--- src/rtl/arm_pkg.sv ---
// Shared encodings for the ARM execute stage: ALU commands, shift types and NZCV bit positions.
package arm_pkg;

  localparam logic [3:0] CmdNone = 4'b0000;
  localparam logic [3:0] CmdMov  = 4'b0001;
  localparam logic [3:0] CmdAdd  = 4'b0010;
  localparam logic [3:0] CmdAdc  = 4'b0011;
  localparam logic [3:0] CmdSub  = 4'b0100;
  localparam logic [3:0] CmdSbc  = 4'b0101;
  localparam logic [3:0] CmdAnd  = 4'b0110;
  localparam logic [3:0] CmdOrr  = 4'b0111;
  localparam logic [3:0] CmdEor  = 4'b1000;
  localparam logic [3:0] CmdMvn  = 4'b1001;

  localparam logic [1:0] ShLsl = 2'b00;
  localparam logic [1:0] ShLsr = 2'b01;
  localparam logic [1:0] ShAsr = 2'b10;
  localparam logic [1:0] ShRor = 2'b11;

  localparam int unsigned FlagN = 3;
  localparam int unsigned FlagZ = 2;
  localparam int unsigned FlagC = 1;
  localparam int unsigned FlagV = 0;

endpackage

--- src/rtl/val2_gen.sv ---
// Operand-2 builder: memory offset, rotated immediate, or shifted register.
module val2_gen
  import arm_pkg::*;
#(
  parameter int unsigned DATA_W = 32
) (
  input  logic [DATA_W-1:0] val_rm_i,
  input  logic [11:0]       shift_operand_i,
  input  logic              imm_i,
  input  logic              mem_op_i,
  output logic [DATA_W-1:0] val2_o
);

  logic [DATA_W-1:0]   imm_ext;
  logic [2*DATA_W-1:0] dbl;
  logic [4:0]          amt;

  always_comb begin
    imm_ext = {{(DATA_W-8){1'b0}}, shift_operand_i[7:0]};
    amt     = shift_operand_i[11:7];
    dbl     = '0;
    val2_o  = val_rm_i;
    if (mem_op_i) begin
      val2_o = {{(DATA_W-12){1'b0}}, shift_operand_i};
    end else if (imm_i) begin
      // Rotate by doubling the word and shifting, so a rotation of 0 needs no special case.
      dbl    = {imm_ext, imm_ext} >> {shift_operand_i[11:8], 1'b0};
      val2_o = dbl[DATA_W-1:0];
    end else begin
      case (shift_operand_i[6:5])
        ShLsl: val2_o = val_rm_i << amt;
        ShLsr: val2_o = val_rm_i >> amt;
        ShAsr: val2_o = $signed(val_rm_i) >>> amt;
        default: begin
          dbl    = {val_rm_i, val_rm_i} >> amt;
          val2_o = dbl[DATA_W-1:0];
        end
      endcase
    end
  end

endmodule

--- src/rtl/exe_stage.sv ---
// ARM execute stage: Val2, ALU, NZCV status register, branch target and the EX/MEM register.
module exe_stage
  import arm_pkg::*;
#(
  parameter int unsigned DATA_W = 32,
  parameter int unsigned REG_W  = 4
) (
  input  logic              clk,
  input  logic              rst,
  input  logic              in_valid,
  input  logic [3:0]        exe_cmd,
  input  logic              mem_read,
  input  logic              mem_write,
  input  logic              wb_en,
  input  logic              branch,
  input  logic              s_en,
  input  logic              imm,
  input  logic [11:0]       shift_operand,
  input  logic [23:0]       signed_imm24,
  input  logic [DATA_W-1:0] pc,
  input  logic [DATA_W-1:0] val_rn,
  input  logic [DATA_W-1:0] val_rm,
  input  logic [REG_W-1:0]  dest,
  input  logic              freeze,
  input  logic              flush,
  output logic [DATA_W-1:0] alu_res_o,
  output logic [DATA_W-1:0] st_val_o,
  output logic [REG_W-1:0]  dest_o,
  output logic              wb_en_o,
  output logic              mem_read_o,
  output logic              mem_write_o,
  output logic              valid_o,
  output logic              branch_taken_o,
  output logic [DATA_W-1:0] branch_addr_o,
  output logic [3:0]        status_o
);

  localparam int unsigned Msb = DATA_W - 1;

  logic              mem_op;
  logic [DATA_W-1:0] val2, opb, alu_res;
  logic [DATA_W:0]   sum;
  logic              cin, c_new, v_new;
  logic [3:0]        nzcv_new;

  logic [DATA_W-1:0] alu_q, alu_d, st_q, st_d, baddr_q, baddr_d;
  logic [REG_W-1:0]  dest_q, dest_d;
  logic              wb_q, wb_d, mr_q, mr_d, mw_q, mw_d, valid_q, valid_d, bt_q, bt_d;
  logic [3:0]        nzcv_q, nzcv_d;

  assign mem_op = mem_read | mem_write;

  val2_gen #(
    .DATA_W(DATA_W)
  ) u_val2 (
    .val_rm_i       (val_rm),
    .shift_operand_i(shift_operand),
    .imm_i          (imm),
    .mem_op_i       (mem_op),
    .val2_o         (val2)
  );

  always_comb begin
    cin     = nzcv_q[FlagC];
    c_new   = cin;
    v_new   = nzcv_q[FlagV];
    opb     = val2;
    sum     = '0;
    alu_res = '0;
    case (exe_cmd)
      CmdMov: alu_res = val2;
      CmdMvn: alu_res = ~val2;
      CmdAnd: alu_res = val_rn & val2;
      CmdOrr: alu_res = val_rn | val2;
      CmdEor: alu_res = val_rn ^ val2;
      CmdAdd, CmdAdc: begin
        sum     = {1'b0, val_rn} + {1'b0, val2}
                + {{DATA_W{1'b0}}, cin & (exe_cmd == CmdAdc)};
        alu_res = sum[Msb:0];
        c_new   = sum[DATA_W];
        v_new   = (val_rn[Msb] == opb[Msb]) && (alu_res[Msb] != val_rn[Msb]);
      end
      CmdSub, CmdSbc: begin
        // Subtract as rn + ~val2 + carry; the carry out is then NOT borrow.
        opb     = ~val2;
        sum     = {1'b0, val_rn} + {1'b0, opb}
                + {{DATA_W{1'b0}}, (exe_cmd == CmdSub) | cin};
        alu_res = sum[Msb:0];
        c_new   = sum[DATA_W];
        v_new   = (val_rn[Msb] == opb[Msb]) && (alu_res[Msb] != val_rn[Msb]);
      end
      default: alu_res = '0;
    endcase
    nzcv_new = {alu_res[Msb], alu_res == '0, c_new, v_new};
  end

  always_comb begin
    alu_d   = alu_q;
    st_d    = st_q;
    baddr_d = baddr_q;
    dest_d  = dest_q;
    wb_d    = wb_q;
    mr_d    = mr_q;
    mw_d    = mw_q;
    valid_d = valid_q;
    bt_d    = bt_q;
    nzcv_d  = nzcv_q;
    if (flush || (!freeze && !in_valid)) begin
      wb_d    = 1'b0;
      mr_d    = 1'b0;
      mw_d    = 1'b0;
      valid_d = 1'b0;
      bt_d    = 1'b0;
    end else if (!freeze) begin
      alu_d   = alu_res;
      st_d    = val_rm;
      baddr_d = pc + {{(DATA_W-26){signed_imm24[23]}}, signed_imm24, 2'b00};
      dest_d  = dest;
      wb_d    = wb_en;
      mr_d    = mem_read;
      mw_d    = mem_write;
      valid_d = 1'b1;
      bt_d    = branch;
      // Address calculation for loads/stores must not disturb the flags.
      if (s_en && !mem_op) nzcv_d = nzcv_new;
    end
  end

  always_ff @(posedge clk or posedge rst) begin
    if (rst) begin
      alu_q   <= '0;
      st_q    <= '0;
      baddr_q <= '0;
      dest_q  <= '0;
      wb_q    <= 1'b0;
      mr_q    <= 1'b0;
      mw_q    <= 1'b0;
      valid_q <= 1'b0;
      bt_q    <= 1'b0;
      nzcv_q  <= '0;
    end else begin
      alu_q   <= alu_d;
      st_q    <= st_d;
      baddr_q <= baddr_d;
      dest_q  <= dest_d;
      wb_q    <= wb_d;
      mr_q    <= mr_d;
      mw_q    <= mw_d;
      valid_q <= valid_d;
      bt_q    <= bt_d;
      nzcv_q  <= nzcv_d;
    end
  end

  assign alu_res_o      = alu_q;
  assign st_val_o       = st_q;
  assign dest_o         = dest_q;
  assign wb_en_o        = wb_q;
  assign mem_read_o     = mr_q;
  assign mem_write_o    = mw_q;
  assign valid_o        = valid_q;
  assign branch_taken_o = bt_q;
  assign branch_addr_o  = baddr_q;
  assign status_o       = nzcv_q;

endmodule

--- config.mk ---
export PLATFORM = sky130hd
export DESIGN_NAME = exe_stage
export DESIGN_NICKNAME = d
export VERILOG_FILES = /design/src/rtl/arm_pkg.sv /design/src/rtl/val2_gen.sv /design/src/rtl/exe_stage.sv
export SDC_FILE = /design/constraint.sdc
export NUM_CORES = 1
export LEC_CHECK = 0
export ABC_AREA = 1
export CORE_UTILIZATION = 45
export DETAILED_ROUTE_END_ITERATION = 10
export PLACE_DENSITY = 0.68
export REMOVE_ABC_BUFFERS = 1
export SLEW_MARGIN = 15
export SYNTH_ARGS = -nofsm -noshare
export SYNTH_HDL_FRONTEND = slang
export SYNTH_HIERARCHICAL = 1
export SYNTH_SLANG_ARGS = --single-unit
--- constraint.sdc ---
create_clock -name clk -period 5 [get_ports clk]
set_clock_uncertainty 0.2 [all_clocks]
set_input_delay 1.5 -clock clk [delete_from_list [all_inputs] [get_ports clk]]
set_output_delay 1.5 -clock clk [all_outputs]
set_load 0.02 [all_outputs]
==> results.py <==
metrics = {
    "run_status": {
        "outcome": "finished, violations left",
        "violations": "setup timing",
    },
    "floorplan": {
        "start_util": 0.459,
        "ioPinCount": 260,
        "die_area_um2": 40600,
        "die-width_um": 202,
        "row_count": 72,
        "core_um2": 39000,
        "die_h_um": 202,
    },
    "power_and_ir_drop": {
        "p_leak_nw": 15.1,
        "p_per_area_nw_per_um2": 199,
        "p_clk_frac": 0.151,
        "pwr-share-seq": 0.193,
        "power.total_mw": 5.91,
        "power_switching_mw": 2.81,
        "combPwrFrac": 0.656,
        "switching_share": 0.475,
        "internal_power_mw": 3.10,
        "ir_worst_vdd_mv": 0.226,
    },
    "drt": {
        "drc": 0,
        "routed_wl_um": 100000,
        "wire_per_inst_um": 21.6,
        "drt_iter0_drc": 4013,
        "antenna_left": 0,
        "vias": 27800,
        "firstDrtPassIters": 9,
        "via_per_inst": 5.98,
    },
    "setup_path": {
        "rrSetupSlack_ns": 1.59,
        "cp_slowest_cell": "fa_2",
        "cp_common_cell": "nand3_2",
        "max_stage_delay_ns": 0.44,
        "cp_top_family": "simple AND/OR/NAND/NOR gates",
        "path_class": "in -> reg",
        "worst_r2r_path_depth": 18,
        "crit_arrival_ns": 5.48,
        "cp-end-kind": "register",
        "r2r_start": "status_o[1]",
        "rr_endpoint": "status_o[2]",
        "cp_max_fo": 7,
        "critical_path_buf_inv_count": 6,
        "startpoint_type": "input port",
        "required_ns": 5.16,
    },
    "logic_synthesis": {
        "ys_seq_area_frac": 0.152,
        "synth-seq-cells": 109,
        "synth.distinct_cells": 54,
        "avgSynthCellArea_um2": 5.51,
        "yosys_warnings": 6,
        "syn-instance-count": 3251,
        "synthesis.area_um2": 17900,
    },
    "worst_hold_path": {
        "min_path_cells": 2,
        "hold_path_end": "st_val_o[19]",
        "worstHoldPathType": "reg -> reg",
        "hold_start": "st_val_o[19]",
    },
    "placed_design": {
        "dp_hpwl_um": 74700,
        "dp_cells": 4551,
        "portBuffers": 259,
        "placed_cell_area_um2": 25600,
        "place_congestion": 1.09,
        "dpl_worst_slack_ns": -1.81,
    },
    "grt": {
        "antenna_found_initial": 2,
        "gr-usage-all-layers": 0.457,
        "gr-total-overflow": 0,
        "grt_pass1_vias": 26200,
        "grt_pass1_wl_um": 145000,
        "grt_max_degree": 135,
    },
    "timing": {
        "worst_slack_ns": -0.323,
        "min_period_over_period": 1.06,
        "slew_headroom": 0.375,
        "timing.hold.ws_ns": 0.290,
        "setup_violations": 20,
        "setup_tns_ns": -2.29,
        "fmax_mhz": 188,
        "slew_violations": 0,
        "max_slew.worst_pin.slew_ns": 0.937,
        "fin_crit_ns": 5.32,
        "rsz0062_at_grt": "yes",
        "finalHoldViolations": 0,
    },
    "finish": {
        "fin_util": 0.761,
        "final_common_cell": "nand2_1",
        "layout_common_cells": "979 x nand2_1, 693 x buf_4, 394 x nand3_1",
        "stdcell_area_um2": 29700,
        "drive_above_1_share": 0.354,
        "area_growth_pct": 65.6,
        "final_cells": 4647,
        "nNetsFinal": 4404,
        "antennaDiodeCount": 0,
    },
    "clock_network": {
        "hold_buffers": 0,
        "cts.root.buffer_cell": "clkbuf_16",
        "cts_buffer_depth": 2,
        "numCtsBuffers": 9,
        "cts.sinks": 109,
        "worst_skew_pair.late_latency_ns": 0.41,
        "ctsHtreeMaxLevel": 3,
        "path_clk_slew_ns": 0.11,
        "cts_tree": "yes",
    },
    "run": {
        "maxCapViolations": 0,
    },
}
==> cells in the mapped netlist (all sizes together) <==
cell    count  area share
nand3b     11      0.0046
or2        13      0.0045
o21bai     13      0.0054
dfrtp     109        0.15
mux2i       1     0.00056
o22ai      38       0.013
buf       111       0.037
and2        2     0.00070
o31ai       2     0.00084
o211a       1     0.00056
and3        3      0.0010
a21oi     140       0.041
a221oi      1     0.00049
o21a        1     0.00042
a211oi     17      0.0071
nand4      29       0.010
a21o        4      0.0017
o211ai     13      0.0054
xnor2       7      0.0034
a21boi      1     0.00042
fa          5      0.0056
o221ai      5      0.0024
o21ai     138       0.040
nand2    1188        0.25
clkbuf     36      0.0075
nor4        3      0.0010
a31oi      19      0.0070
nor3       22      0.0070
a22oi       4      0.0017
clkinv      1     0.00021
inv       362       0.076
nor2      264       0.059
ha        124       0.087
nand3     551        0.15
xor2       12      0.0059
==> area by class of cell <==
class	instances	area [um^2]
Multi-Input combinational cell	2632	15900
Clock inverter	7	108
Tap cell	518	648
Clock buffer	9	225
Timing Repair inverter	3	50.0
Timing Repair Buffer	1006	8630
Inverter	363	1400
Fill cell	2934	9320
Sequential cell	109	2730
==> power by group through the flow <==
stage | Clock (mW) | Sequential (mW) | Combinational, mW
global route | 0.919 | 1.15 | 4.07
CTS | 0.893 | 1.13 | 3.44
global placement | 0 | 1.14 | 3.14
detailed placement | 0 | 1.15 | 3.19
floorplan | 0 | 1.32 | 1.28
finish | 0.893 | 1.14 | 3.87
==> worst max-delay path by stage <==
stage	from	end	cells after the start
finish	shift_operand[7]	status_o[2]	29
global route	shift_operand[7]	status_o[2]	34
CTS	shift_operand[7]	status_o[2]	32
detailed placement	shift_operand[7]	status_o[2]	35
global placement	shift_operand[7]	status_o[2]	35
floorplan	shift_operand[11]	status_o[2]	25
==> sequential cells by signal (all words and copies together), names as in the netlist <==
register and cells:
status_o 4, alu_res_o 32, mem_write_o 1, branch_addr_o 32, valid_o 1, wb_en_o 1, st_val_o 32, dest_o 4
mem_read_o 1, branch_taken_o 1
==> per-layer routing <==
metal	global-route usage	up-vias	wire length [um]
li1	-	12300	-
met1	0.596	12800	38300
met2	0.700	2152	41900
met3	0.112	538	13600
met4	0.224	2	6730
met5	0	-	11
==> logic make-up (layout without fill, tap and decap cells) <==
logic type / after synthesis / after routing / synth area share
muxes: 1 / 1 / 0.000558
AOI/OAI and AO/OA: 397 / 397 / 0.127
buffers and inverters: 510 / 1388 / 0.121
adders and majority gates: 129 / 129 / 0.0921
DFF: 109 / 109 / 0.152
xor gates and xnor gates: 19 / 19 / 0.00928
and+or+nand+nor: 2086 / 2086 / 0.497
==> worst register-to-register path, cell delays in order, from the launching register on <==
cell and delay (ns):
dfrtp_1 0.60, nand3_1 0.18, fa_2 0.39, inv_2 0.08, fa_2 0.44, nand2_2 0.08
nand2_2 0.05, nor2_2 0.13, nand2_2 0.09, nor2_2 0.11, nand3_2 0.10, nor2_4 0.15
nand2_2 0.09, nor2_4 0.16, nand3_2 0.14, nor2_1 0.12, buf_4 0.13, nand3_2 0.06
nand2_1 0.06
==> what timing repair did <==
item | 4_1_cts | 5_1_grt
setup endpoints to repair | 35 | 28
buffers inserted | 34 | 40
resized for setup | 416 | 429
pin swaps | 82 | 169
gates cloned | 2 | 4
No activity file was read; power rests on OpenSTA's default activity.
